--- src/rtl/mem_arbiter_if.sv ---
// rtl/mem_arbiter_if.sv - VIC/CPU request, memory command and status signals of mem_arbiter
interface mem_arbiter_if;
    logic        vic_req;
    logic [15:0] vic_addr;
    logic        vic_ack;
    logic [7:0]  vic_data;
    logic        cpu_req;
    logic        cpu_we;
    logic [15:0] cpu_addr;
    logic [5:0]  cpu_bank;
    logic [7:0]  cpu_wdata;
    logic        cpu_ack;
    logic [7:0]  cpu_rdata;
    logic        mem_cs;
    logic        mem_write;
    logic [5:0]  mem_bank;
    logic [15:0] mem_addr;
    logic [7:0]  mem_wdata;
    logic [7:0]  mem_rdata;
    logic        mem_busy;
    logic        mem_data_ready;
    logic        o_owner;
    logic        o_timeout;

    modport slave (
        input  vic_req, vic_addr, cpu_req, cpu_we, cpu_addr, cpu_bank, cpu_wdata,
               mem_rdata, mem_busy, mem_data_ready,
        output vic_ack, vic_data, cpu_ack, cpu_rdata,
               mem_cs, mem_write, mem_bank, mem_addr, mem_wdata, o_owner, o_timeout
    );

    modport master (
        output vic_req, vic_addr, cpu_req, cpu_we, cpu_addr, cpu_bank, cpu_wdata,
               mem_rdata, mem_busy, mem_data_ready,
        input  vic_ack, vic_data, cpu_ack, cpu_rdata,
               mem_cs, mem_write, mem_bank, mem_addr, mem_wdata, o_owner, o_timeout
    );
endinterface

--- src/rtl/mem_arbiter.sv ---
// rtl/mem_arbiter.sv - two-requester (VIC/CPU) memory arbiter with bounded VIC runs and WAIT timeout
module mem_arbiter #(
    parameter int unsigned TIMEOUT     = 255,
    parameter int unsigned MAX_VIC_RUN = 2,
    parameter logic [5:0]  VIC_BANK    = 6'd0
) (
    input  logic         clk,
    input  logic         reset,
    mem_arbiter_if.slave bus
);
    localparam int unsigned WCW = (TIMEOUT < 2) ? 1 : $clog2(TIMEOUT);
    localparam int unsigned RCW = (MAX_VIC_RUN < 1) ? 1 : $clog2(MAX_VIC_RUN + 1);
    localparam logic [WCW-1:0] WAIT_LAST = WCW'(TIMEOUT - 1);
    localparam logic [RCW-1:0] RUN_MAX   = RCW'(MAX_VIC_RUN);

    typedef enum logic [1:0] {IDLE, ISSUE, WAIT, DONE} state_t;

    state_t         state;
    logic [RCW-1:0] vic_run;
    logic [WCW-1:0] wait_cnt;
    logic           busy_seen;
    logic           cpu_wins;
    logic           rd_done;
    logic           wr_done;

    // VIC has priority until it has used up its run while the CPU is waiting
    assign cpu_wins = bus.cpu_req && (!bus.vic_req || vic_run == RUN_MAX);
    assign rd_done  = !bus.mem_write && bus.mem_data_ready;
    assign wr_done  = bus.mem_write && busy_seen && !bus.mem_busy;

    always_ff @(posedge clk or negedge reset) begin
        if (!reset) begin
            state         <= IDLE;
            vic_run       <= '0;
            wait_cnt      <= '0;
            busy_seen     <= 1'b0;
            bus.vic_ack   <= 1'b0;
            bus.vic_data  <= 8'h00;
            bus.cpu_ack   <= 1'b0;
            bus.cpu_rdata <= 8'h00;
            bus.mem_cs    <= 1'b0;
            bus.mem_write <= 1'b0;
            bus.mem_bank  <= 6'd0;
            bus.mem_addr  <= 16'h0000;
            bus.mem_wdata <= 8'h00;
            bus.o_owner   <= 1'b0;
            bus.o_timeout <= 1'b0;
        end else begin
            bus.vic_ack <= 1'b0;
            bus.cpu_ack <= 1'b0;
            bus.mem_cs  <= 1'b0;
            if (!bus.cpu_req) begin
                vic_run <= '0;
            end
            case (state)
                IDLE: begin
                    if (!bus.mem_busy && (bus.vic_req || bus.cpu_req)) begin
                        bus.mem_cs  <= 1'b1;
                        bus.o_owner <= cpu_wins;
                        state       <= ISSUE;
                        if (cpu_wins) begin
                            bus.mem_write <= bus.cpu_we;
                            bus.mem_addr  <= bus.cpu_addr;
                            bus.mem_bank  <= bus.cpu_bank;
                            bus.mem_wdata <= bus.cpu_wdata;
                            vic_run       <= '0;
                        end else begin
                            bus.mem_write <= 1'b0;
                            bus.mem_addr  <= bus.vic_addr;
                            bus.mem_bank  <= VIC_BANK;
                            bus.mem_wdata <= 8'h00;
                            if (bus.cpu_req && vic_run != RUN_MAX) begin
                                vic_run <= vic_run + RCW'(1);
                            end
                        end
                    end
                end
                ISSUE: begin
                    state     <= WAIT;
                    wait_cnt  <= '0;
                    busy_seen <= 1'b0;
                end
                WAIT: begin
                    if (bus.mem_busy) begin
                        busy_seen <= 1'b1;
                    end
                    if (rd_done || wr_done) begin
                        if (rd_done) begin
                            if (bus.o_owner) bus.cpu_rdata <= bus.mem_rdata;
                            else             bus.vic_data  <= bus.mem_rdata;
                        end
                        if (bus.o_owner) bus.cpu_ack <= 1'b1;
                        else             bus.vic_ack <= 1'b1;
                        state <= DONE;
                    end else if (wait_cnt == WAIT_LAST) begin
                        // abort: the owner still gets its ack, with all-ones data
                        if (bus.o_owner) begin
                            bus.cpu_rdata <= 8'hFF;
                            bus.cpu_ack   <= 1'b1;
                        end else begin
                            bus.vic_data  <= 8'hFF;
                            bus.vic_ack   <= 1'b1;
                        end
                        bus.o_timeout <= 1'b1;
                        state         <= DONE;
                    end else begin
                        wait_cnt <= wait_cnt + WCW'(1);
                    end
                end
                DONE: begin
                    state <= IDLE;
                end
                default: begin
                    state <= IDLE;
                end
            endcase
        end
    end
endmodule

--- src/flat_wrapper.sv ---
// flat-port wrapper written by rule: the top's interface ports become plain ports
module mem_arbiter_flat 
#(
    parameter int unsigned TIMEOUT     = 255,
    parameter int unsigned MAX_VIC_RUN = 2,
    parameter logic [5:0]  VIC_BANK    = 6'd0
)
  (clk, reset, bus_vic_req, bus_vic_addr, bus_cpu_req, bus_cpu_we, bus_cpu_addr, bus_cpu_bank, bus_cpu_wdata, bus_mem_rdata, bus_mem_busy, bus_mem_data_ready, bus_vic_ack, bus_vic_data, bus_cpu_ack, bus_cpu_rdata, bus_mem_cs, bus_mem_write, bus_mem_bank, bus_mem_addr, bus_mem_wdata, bus_o_owner, bus_o_timeout);
  mem_arbiter_if bus_i ();
  input  logic clk;
  input  logic reset;
  input wire logic [$bits(bus_i.vic_req)-1:0] bus_vic_req;
  input wire logic [$bits(bus_i.vic_addr)-1:0] bus_vic_addr;
  input wire logic [$bits(bus_i.cpu_req)-1:0] bus_cpu_req;
  input wire logic [$bits(bus_i.cpu_we)-1:0] bus_cpu_we;
  input wire logic [$bits(bus_i.cpu_addr)-1:0] bus_cpu_addr;
  input wire logic [$bits(bus_i.cpu_bank)-1:0] bus_cpu_bank;
  input wire logic [$bits(bus_i.cpu_wdata)-1:0] bus_cpu_wdata;
  input wire logic [$bits(bus_i.mem_rdata)-1:0] bus_mem_rdata;
  input wire logic [$bits(bus_i.mem_busy)-1:0] bus_mem_busy;
  input wire logic [$bits(bus_i.mem_data_ready)-1:0] bus_mem_data_ready;
  output wire logic [$bits(bus_i.vic_ack)-1:0] bus_vic_ack;
  output wire logic [$bits(bus_i.vic_data)-1:0] bus_vic_data;
  output wire logic [$bits(bus_i.cpu_ack)-1:0] bus_cpu_ack;
  output wire logic [$bits(bus_i.cpu_rdata)-1:0] bus_cpu_rdata;
  output wire logic [$bits(bus_i.mem_cs)-1:0] bus_mem_cs;
  output wire logic [$bits(bus_i.mem_write)-1:0] bus_mem_write;
  output wire logic [$bits(bus_i.mem_bank)-1:0] bus_mem_bank;
  output wire logic [$bits(bus_i.mem_addr)-1:0] bus_mem_addr;
  output wire logic [$bits(bus_i.mem_wdata)-1:0] bus_mem_wdata;
  output wire logic [$bits(bus_i.o_owner)-1:0] bus_o_owner;
  output wire logic [$bits(bus_i.o_timeout)-1:0] bus_o_timeout;
  assign bus_i.vic_req = bus_vic_req;
  assign bus_i.vic_addr = bus_vic_addr;
  assign bus_i.cpu_req = bus_cpu_req;
  assign bus_i.cpu_we = bus_cpu_we;
  assign bus_i.cpu_addr = bus_cpu_addr;
  assign bus_i.cpu_bank = bus_cpu_bank;
  assign bus_i.cpu_wdata = bus_cpu_wdata;
  assign bus_i.mem_rdata = bus_mem_rdata;
  assign bus_i.mem_busy = bus_mem_busy;
  assign bus_i.mem_data_ready = bus_mem_data_ready;
  assign bus_vic_ack = bus_i.vic_ack;
  assign bus_vic_data = bus_i.vic_data;
  assign bus_cpu_ack = bus_i.cpu_ack;
  assign bus_cpu_rdata = bus_i.cpu_rdata;
  assign bus_mem_cs = bus_i.mem_cs;
  assign bus_mem_write = bus_i.mem_write;
  assign bus_mem_bank = bus_i.mem_bank;
  assign bus_mem_addr = bus_i.mem_addr;
  assign bus_mem_wdata = bus_i.mem_wdata;
  assign bus_o_owner = bus_i.o_owner;
  assign bus_o_timeout = bus_i.o_timeout;
  mem_arbiter #(.TIMEOUT(TIMEOUT), .MAX_VIC_RUN(MAX_VIC_RUN), .VIC_BANK(VIC_BANK)) u_core (.clk(clk), .reset(reset), .bus(bus_i));
endmodule
--- config.mk ---
export PLATFORM = sky130hd
export DESIGN_NAME = mem_arbiter_flat
export DESIGN_NICKNAME = d
export VERILOG_FILES = /design/src/rtl/mem_arbiter_if.sv /design/src/rtl/mem_arbiter.sv /design/src/flat_wrapper.sv
export SDC_FILE = /design/constraint.sdc
export NUM_CORES = 1
export LEC_CHECK = 0
export CAP_MARGIN = 15
export CORE_UTILIZATION = 60
export CTS_CLUSTER_SIZE = 24
export DETAILED_ROUTE_END_ITERATION = 10
export DONT_BUFFER_PORTS = 1
export GPL_TIMING_DRIVEN = 0
export PLACE_DENSITY = 0.83
export SLEW_MARGIN = 0
export SYNTH_ARGS = -nofsm -noshare
export SYNTH_HDL_FRONTEND = slang
export SYNTH_SLANG_ARGS = --single-unit
--- constraint.sdc ---
create_clock -name clk -period 2.5 [get_ports clk]
set_input_delay 0.125 -clock clk [delete_from_list [all_inputs] [get_ports clk]]
set_output_delay 0.125 -clock clk [all_outputs]
set_load 0.01 [all_outputs]
==> results.py <==
metrics = {
    "power": {
        "final_total_pwr_mw": 3.95,
        "irDropWorstVdd_uv": 804,
        "power_leakage_nw": 1.66,
        "power_density_mw_per_mm2": 1070,
    },
    "finish": {
        "antenna_cells": 0,
        "layout.filler_cells": 286,
        "layout-area-overhead-vs-synth_pct": 24.7,
        "final_layout_size_suffix_gt1_frac": 0.0855,
        "nets": 402,
    },
    "sta": {
        "finalSetupViolCount": 0,
        "slew_viol_final": 0,
        "final.period_utilization": 0.947,
        "final.hold.worst_slack_ps": 13.2,
        "unrepaired_setup_endpoints_after_global_routing": "no",
        "finalCriticalPeriod_ps": 2370,
        "fmax_mhz": 423,
        "skew_ps": 14.2,
        "finalSetupTns_ps": 0,
        "hold_violations": 0,
        "max-slew-margin-rel": 0.547,
        "worst_slew_pin_slew_ps": 679,
    },
    "yosys": {
        "mappedNetlistArea_sq_mm": 0.00295,
        "avgSynthCellArea_sq_um": 10.5,
        "synth_ff_type": "sky130_fd_sc_hd__dfrtp_1",
        "synth.net_count": 349,
        "netlist-cell-type-count": 48,
        "synth_warnings": 0,
        "syn-instance-count": 281,
        "synth_top_cells_by_count": "65 x sky130_fd_sc_hd__dfrtp_1, 52 x sky130_fd_sc_hd__nand2_1, 35 x sky130_fd_sc_hd__o21ai_0",
        "postSynthRegisterBits": 65,
        "synth_top_area_cell": "sky130_fd_sc_hd__dfrtp_1",
        "netlist_top_cells_area": "sky130_fd_sc_hd__dfrtp_1 55%, sky130_fd_sc_hd__nand2_1 6.6%, sky130_fd_sc_hd__mux2i_1 6.1%, sky130_fd_sc_hd__o21ai_0 5.9%, sky130_fd_sc_hd__o22a_1 4.7%",
        "synth_sequential_area_ratio": 0.551,
        "synth_top_area_share": 0.551,
        "async_flop_share": 1.00,
        "synth_most_common_cell": "sky130_fd_sc_hd__dfrtp_1",
        "synth-edff-count": 0,
    },
    "global_routing": {
        "first_global_vias": 2472,
        "global_route.overflow_total": 0,
        "grt_start_max_net_pins": 66,
        "global_route.usage.total": 0.304,
        "antenna_found_initial": 0,
        "grt_first_pass_wirelength_mm": 11.8,
    },
    "routing": {
        "num_vias": 2409,
        "routed_wire_length_mm": 7.49,
        "post-route-drc-count": 0,
        "routed-wl-met3_um": 547,
        "final_antenna_net_count": 0,
        "vias_per_std_cell": 5.93,
        "drt_iter0_markers": 161,
        "met2WireLength_mm": 3.83,
        "topRoutingLayerUsed": "met4",
        "drt_first_pass_iters": 4,
        "wl_per_cell_um": 18.4,
        "met1Wirelength_mm": 2.96,
    },
    "worst_setup_path": {
        "r2r.worst_path.cells": 8,
        "worstSetupPathType": "reg -> reg",
        "crit_path_to": "u_core.bus.mem_addr[14]",
        "worst_path_dominant_cell_family": "buffers and inverters",
        "timing.critical_path.from": "u_core.vic_run[0]",
        "timing.critical_path.slowest_cell_delay_ps": 590,
        "worst_ep_required_time_ps": 2710,
        "crit_path_top_delay_cell": "sky130_fd_sc_hd__dlygate4sd3_1",
        "worstSetupEndpointType": "register",
        "r2r_setup_slk_ps": 130,
        "crit_path_cell_trace": "inv_1, ha_1, nand2b_1, nand2_2, clkbuf_4, mux2i_1, dlygate4sd3_1, o21ai_0",
        "critical_path.reg2reg.endpoint": "u_core.bus.mem_addr[14]",
        "worst_path_buffer_plus_inverter_count": 3,
        "critical_path.startpoint_type": "register",
        "timing.rr.start": "u_core.vic_run[0]",
        "worst-path-max-fanout": 10,
        "arrival_ps": 2580,
        "timing.critical_path.depth": 8,
    },
    "clock_tree": {
        "numClockSinks": 65,
        "clock_tree_from_tritoncts": "yes",
        "cts_setup_buffers": 0,
        "cts_root_buf": "sky130_fd_sc_hd__clkbuf_8",
        "clk_path_buf_depth": 2,
        "clock_tree.htree_level_count": 3,
        "numCtsBuffers": 9,
        "cts.clk_slew.worst_paths_ps": 80,
        "insertion_delay_ps": 340,
    },
    "run": {
        "max_cap_viol_count": 0,
    },
    "place": {
        "post-dp-hpwl_mm": 4.35,
        "place.port_buffers": 0,
        "place_congestion": 0.880,
    },
    "die": {
        "die_x_um": 72.1,
        "placeable_area_sq_mm": 0.00472,
        "die_y_um": 72.1,
        "die_area_sq_mm": 0.00520,
        "initial_cell_density_of_the_core": 0.625,
        "std_cell_rows": 25,
        "io_pins": 113,
    },
    "min_path": {
        "min_path_cells": 2,
        "worst_hold_path_type": "in -> reg",
    },
    "run_status": {
        "outcome": "finished clean",
    },
}
## final cells by class
type / instances / area [sq um] / area share
Clock inverter: 7 / 80.1 / 0.0218
Timing Repair Buffer: 42 / 438 / 0.119
Multi-Input combinational cell: 190 / 1210 / 0.330
Clock buffer: 9 / 124 / 0.0337
Inverter: 10 / 37.5 / 0.0102
Buffer: 16 / 75.1 / 0.0204
Sequential cell: 65 / 1630 / 0.442
Tap cell: 67 / 83.8 / 0.0228
## repair_timing
action,in CTS,in global routing
hold endpoints to repair,105,0
resized for setup,0,1
hold buffers,42,0
setup endpoints to repair,0,3
## per-layer routing
layer | global-route usage | up-vias
met5 | 0 | -
met4 | 0.0980 | 0
li1 | - | 1117
met2 | 0.530 | 113
met1 | 0.360 | 1163
met3 | 0.0931 | 16
## cell usage in the layout (no fill, tap or decap), drive strengths merged, types with 2 or more instances in the layout
cell / instances
nand4b: 2
or3: 2
clkinv: 4
dlygate4sd3: 41
nand2: 53
nor2: 8
o22a: 16
o21ai: 35
mux2i: 18
and3: 2
a21boi: 2
a41oi: 2
a21oi: 5
ha: 7
o221ai: 2
nor3: 3
nand2b: 3
buf: 6
nand4: 3
clkbuf: 20
nand3: 5
dfrtp: 65
inv: 11
## flip-flops by register name, summed over array words and instances (netlist names)
signal	flops
u_core.bus.cpu_ack	1
u_core.bus.cpu_rdata	8
u_core.bus.mem_addr	16
u_core.bus.mem_bank	6
u_core.bus.mem_cs	1
u_core.bus.mem_wdata	8
u_core.bus.mem_write	1
u_core.bus.o_owner	1
u_core.bus.o_timeout	1
u_core.bus.vic_ack	1
u_core.bus.vic_data	8
u_core.busy_seen	1
u_core.state	2
u_core.vic_run	2
u_core.wait_cnt	8
## how the worst min path moves through the flow
stage | end | startpoint | slack (ps)
2_1_floorplan | u_core.bus.cpu_ack | reset | -170
3_3_place_gp | u_core.wait_cnt[1] | reset | -170
3_5_place_dp | u_core.wait_cnt[0] | reset | -170
4_1_cts | u_core.bus.mem_addr[3] | bus_cpu_addr[3] | 3
5_1_grt | u_core.bus.mem_addr[4] | bus_cpu_addr[4] | 20
6_report | u_core.bus.mem_addr[6] | bus_cpu_addr[6] | 10
## per-stage QoR
| stage | instances | utilization | cell area [sq um] | setup slack [ps] |
|---|---|---|---|---|
| final | 406 | 0.779 | 3680 | 133 |
| after global routing | 406 | 0.779 | 3680 | 0.591 |
| after CTS | 406 | 0.779 | 3680 | 184 |
| after detailed placement | 348 | 0.643 | 3040 | 476 |
| after global placement | 348 | 0.643 | 3040 | 542 |
| after floorplan | 281 | - | 2950 | 771 |
## report_power, final
| part | switching [mW] | internal [mW] |
|---|---|---|
| sequential | 0.507 | 1.46 |
| clock | 0.450 | 0.470 |
| combinational | 0.627 | 0.434 |
## cell families after synthesis
| group | after synthesis | share of synthesized area |
|---|---|---|
| adder cells (fa/ha/maj) | 7 | 0.0297 |
| flip-flops | 65 | 0.551 |
| multiplexers | 18 | 0.0610 |
| AND/OR/NAND/NOR | 89 | 0.144 |
| buffers and inverters | 26 | 0.0373 |
| AO/OA/AOI/OAI | 76 | 0.177 |
(Power assumes the default switching activity.)
